<file path="src/rtl/mux_scan_n_1.sv">
// rtl/mux_scan_n_1.sv - registered N:1 channel mux with manual select and round-robin scan
module mux_scan_n_1 #(
    parameter int N     = 8,
    parameter int W     = 8,
    parameter int SEL_W = 3,
    parameter int DWELL = 4
) (
    input  logic             clk,
    input  logic             rst_n,
    input  logic [N*W-1:0]   d,
    input  logic [SEL_W-1:0] sel,
    input  logic             mode,
    input  logic             en,
    output logic [W-1:0]     q,
    output logic [SEL_W-1:0] q_ch,
    output logic             q_valid,
    input  logic             q_ready,
    output logic             sel_err
);

    typedef enum logic [1:0] {IDLE, MANUAL, SCAN} state_t;

    localparam int               DW_W     = (DWELL > 1) ? $clog2(DWELL) : 1;
    localparam logic [DW_W-1:0]  DW_MAX   = DW_W'(DWELL - 1);
    localparam logic [SEL_W:0]   N_EXT    = (SEL_W + 1)'(N);
    localparam logic [SEL_W-1:0] PTR_LAST = SEL_W'(N - 1);

    state_t            state;
    logic [SEL_W-1:0]  ptr;
    logic [DW_W-1:0]   dwell_cnt;

    logic              free;
    logic              sel_bad;
    logic              man_cap;
    logic              scan_entry;
    logic              scan_cap;
    logic [W-1:0]      man_data;
    logic [W-1:0]      scan_data;

    // Capture decisions use en/mode as seen on this edge, not the registered state.
    always_comb begin
        free       = !q_valid || q_ready;
        sel_bad    = ({1'b0, sel} >= N_EXT);
        man_cap    = en && !mode && free;
        scan_entry = en && mode && (state != SCAN);
        scan_cap   = en && mode && (state == SCAN) && (dwell_cnt == DW_MAX) && free;
    end

    // Channel lookup by compare loop so an out-of-range select yields zero, never X.
    always_comb begin
        man_data  = '0;
        scan_data = '0;
        for (int i = 0; i < N; i++) begin
            if (sel == SEL_W'(i)) man_data  = d[i*W +: W];
            if (ptr == SEL_W'(i)) scan_data = d[i*W +: W];
        end
    end

    // Mode FSM, scan pointer/dwell and the output holding register.
    always_ff @(posedge clk or negedge rst_n) begin
        if (!rst_n) begin
            state     <= IDLE;
            ptr       <= '0;
            dwell_cnt <= '0;
            q         <= '0;
            q_ch      <= '0;
            q_valid   <= 1'b0;
            sel_err   <= 1'b0;
        end else begin
            if (!en)       state <= IDLE;
            else if (mode) state <= SCAN;
            else           state <= MANUAL;

            sel_err <= 1'b0;

            if (scan_entry) begin
                ptr       <= '0;
                dwell_cnt <= '0;
            end else if (en && mode) begin
                if (scan_cap) begin
                    dwell_cnt <= '0;
                    ptr       <= (ptr == PTR_LAST) ? '0 : ptr + 1'b1;
                end else if (dwell_cnt != DW_MAX) begin
                    dwell_cnt <= dwell_cnt + 1'b1;
                end
            end else begin
                dwell_cnt <= '0;
            end

            // A pending sample is only replaced on a free slot, so nothing is dropped.
            if (man_cap) begin
                q       <= sel_bad ? '0 : man_data;
                q_ch    <= sel;
                q_valid <= 1'b1;
                sel_err <= sel_bad;
            end else if (scan_cap) begin
                q       <= scan_data;
                q_ch    <= ptr;
                q_valid <= 1'b1;
            end else if (q_ready) begin
                q_valid <= 1'b0;
            end
        end
    end

endmodule

</file>
<file path="config.mk">
export PLATFORM = sky130hd
export DESIGN_NAME = mux_scan_n_1
export DESIGN_NICKNAME = d
export VERILOG_FILES = /design/src/rtl/mux_scan_n_1.sv
export SDC_FILE = /design/constraint.sdc
export NUM_CORES = 1
export LEC_CHECK = 0
export CAP_MARGIN = 0
export CORE_MARGIN = 2
export CORE_UTILIZATION = 45
export CTS_CLUSTER_DIAMETER = 30
export DETAILED_ROUTE_END_ITERATION = 7
export GPL_ROUTABILITY_DRIVEN = 0
export PLACE_DENSITY = 0.82
export SLEW_MARGIN = 20
export SYNTH_ARGS = -nofsm -noshare
export SYNTH_HDL_FRONTEND = slang
export SYNTH_SLANG_ARGS = --single-unit
export TNS_END_PERCENT = 5
</file>
<file path="constraint.sdc">
create_clock -name clk -period 2.26 [get_ports clk]
set_input_delay 0.452 -clock clk [delete_from_list [all_inputs] [get_ports clk]]
set_output_delay 0.452 -clock clk [all_outputs]
set_load 0.005 [all_outputs]
</file>
==> impl_results.md <==
* Status: completed
* 1st-iter DRT viols at 492
* Rows at 25
* Antenna diode count at 0
* Die area at 0.00539 mm²
* Top_reg_cell synth: dfrtp_1
* Layout area overhead at 49.8%
* Post-synth EDFFs at 0
* Period utilisation layout at 93.9%
* Cell Area, Synth at 0.00217 mm²
* Critical Path Source Type: flip-flop
* Cell area power density at 347 mW/mm²
* Global-route wire length before repair at 12600 µm
* Final hold slack at 0.505 ns
* Initial Util at 46.2%
* CTS buffer count at 3
* Mapped Cells at 269
* Peak supply drop at 487 µV
* Cell mode on critical path: a221o_1
* WL final at 8160 µm
* Clk_skew at 0.00652 ns
* Critical path data arrival time at 2.27 ns
* Family with the most delay on the worst path: compound AO/OA/AOI/OAI gates
* Largest net degree at the start of global routing at 20
* Vias per cell at 6.72
* Sink Count at 19
* Fraction of layout cells with a size suffix above 1 at 13.4%
* Pre-CTS setup slack at -0.0359 ns
* FF+latch count, synth at 19
* Critical Path RT at 2.41 ns
* Final setup violating endpoints at 0
* Critical Path Stages at 7
* Worst stage delay on the critical path at 0.43 ns
* Critical path peak fanout at 6
* TritonCTS clock tree: yes
* Yosys cell types at 53
* Maximum Capacitance Violations at 0
* Critical path cell sequence: inv_1 -> ha_1 -> and2b_1 -> a221o_1 -> a32oi_1 -> a2111oi_1 -> a221o_1
* Num ports at 85
* F_max at 471 MHz
* Max Slew Vio Count at 0
* Yosys warns at 0
* Gr usage total at 30.5%
* Slowest stage cell on the critical path: dfrtp_1
* Chip Width at 73.4 µm
* Crit path buffers/inverters at 1
* Post-cts sizing count at 0
* Worst min path class: reg2reg
* Hold Path Stages at 2
* Syn Area/Cell at 8.06 µm²
* Final worst slack at 0.139 ns
* Die height at 73.4 µm
* Slew HR at 60.0%
* H-tree depth at 1
* CP Capture Type: flip-flop
* Leakage at 0.00131 µW
* Syn_nets at 348
* GRT overflow at 0
* Initial antenna violation count at 0
* Post-route ant nets at 0
* Routed length per instance at 19.4 µm
* Std-Cell Core Area at 0.00469 mm²
* R2R Setup Slk at 0.14 ns
* Final #Nets at 447
* Worst setup endpoint: q[7]
* Worst-Skew Late Latency at 0.27 ns
* RSZ-0062 raised after global routing: false
* Vias in the first global route at 2649
* Post-route DRC at 0
* Slew @ Worst Pin at 0.585 ns
* Async SR Flop Fraction at 100%
* Layout Utilization at 69.2%
* Clock root buffer: clkbuf_8
* DP HPWL at 6150 µm
* First-pass DRT Iterations at 5
* Final hold vios at 0
* Setup TNS at 0 ns
* Detailed-route via count at 2829
* Max clock buf depth at 2
* Launching point of the worst reg2reg path: ptr[0]
* Crit path from: ptr[0]
* Reg-to-Reg End: q[7]
* Post-synthesis sequential area ratio at 21.9%
* Number of fill cells at 409
* Setup CP Type: reg2reg
* Tmin final at 2.12 ns
* Worst R2R Path Depth at 7
* Clock-pin slew on the worst setup and hold paths at 0.09 ns
* I/O Buffers at 83
==> synthesized netlist by cell type, types with 6 or more instances <==
| cell type | number | area, µm² |
|---|---|---|
| a21oi_1 | 22 | 110 |
| a221oi_1 | 11 | 96.3 |
| a22oi_1 | 8 | 60.1 |
| buf_2 | 7 | 35.0 |
| clkbuf_1 | 7 | 26.3 |
| dfrtp_1 | 19 | 475 |
| ha_1 | 7 | 87.6 |
| inv_1 | 13 | 48.8 |
| mux4_2 | 6 | 135 |
| nand2_1 | 22 | 82.6 |
| nand2b_1 | 8 | 50.1 |
| nand3_1 | 14 | 70.1 |
| nor2_1 | 12 | 45.0 |
| nor2b_1 | 7 | 43.8 |
| o21ai_0 | 17 | 85.1 |
| o22ai_1 | 8 | 50.1 |
==> area by class of cell <==
class / count / area [µm²] / share of cell area [%]
clock buffer: 3 / 41.3 / 1.27
multi-input combinational: 215 / 1520 / 46.8
clock inverter: 1 / 7.51 / 0.231
inverter: 14 / 52.6 / 1.62
tap: 54 / 67.6 / 2.08
timing repair buffer: 115 / 1080 / 33.4
sequential: 19 / 475 / 14.6
==> worst min-delay path, stage by stage (launching register included) <==
cell and delay (ns):
dfrtp_1 0.35, nand2_1 0.05, o221ai_1 0.06
==> layer usage <==
metal,wire length [µm],global-route usage (%),share of wire [%],vias up
li1,-,-,-,1247
met1,3130,39.3,38,1286
met2,3750,49.5,46,253
met3,945,7.82,12,43
met4,323,10.5,4.0,0
met5,0,0,0,-
==> logic make-up (layout without fill, tap and decap cells) <==
family	count (synthesis)	count (layout)	share of synthesized area (%)
adder cells (fa/ha/maj)	7	7	4.04
buffers and inverters	35	133	8.03
AND/OR/NAND/NOR	77	77	18.1
flip-flops	19	19	21.9
multiplexers	17	17	11.7
AO/OA/AOI/OAI	113	113	36.0
other	1	1	0.173
==> worst min-delay path by stage <==
| stage | start | endpoint | slack, ns |
|---|---|---|---|
| floorplan | rst_n | dwell_cnt[0] | 0.16 |
| global placement | q[1] | q[1] | 0.49 |
| detailed placement | q_ch[2] | q_ch[2] | 0.49 |
| CTS | q_ch[2] | q_ch[2] | 0.51 |
| global route | q_ch[2] | q_ch[2] | 0.54 |
| finish | q_ch[2] | q_ch[2] | 0.51 |
==> where the power goes <==
group / total [µW] / internal, µW / switching [µW]
registers: 403 / 380 / 23.4
logic: 459 / 286 / 173
clock network: 263 / 125 / 139
total: 1130 / 791 / 335
==> registers in the layout, summed over array words and instances, names as in the netlist <==
register / count
q: 8
ptr: 3
q_ch: 3
dwell_cnt: 2
state: 2
q_valid: 1
==> metrics by stage <==
stage,area [µm²],instances,power (µW)
2_1_floorplan,2170,269,573
3_3_place_gp,3190,416,856
3_5_place_dp,3190,416,862
4_1_cts,3240,420,1120
5_1_grt,3250,421,1170
6_report,3250,421,1130
==> what timing repair did <==
item	in CTS	in global routing
buffers inserted	0	1
hold buffers	0	0
setup endpoints to repair	0	1
hold endpoints to repair	0	0
==> layout by cell type, fill, tap and decap left out, types with 3 or more instances in the layout <==
cell type,count
a211oi_1,5
a21o_1,3
a21oi_1,22
a221o_1,5
a221oi_1,11
a22oi_1,8
a31oi_1,4
a32oi_1,3
buf_4,31
clkbuf_8,3
clkdlybuf4s50_1,83
dfrtp_1,19
ha_1,7
inv_1,13
mux2_2,4
mux2i_1,5
mux4_2,6
nand2_1,22
nand2b_1,8
nand3_1,14
nor2_1,12
nor2b_1,7
nor3_1,4
o211ai_1,5
o21ai_0,17
o21ai_1,3
o221ai_1,4
o22ai_1,8
(Power assumes the default switching activity.)
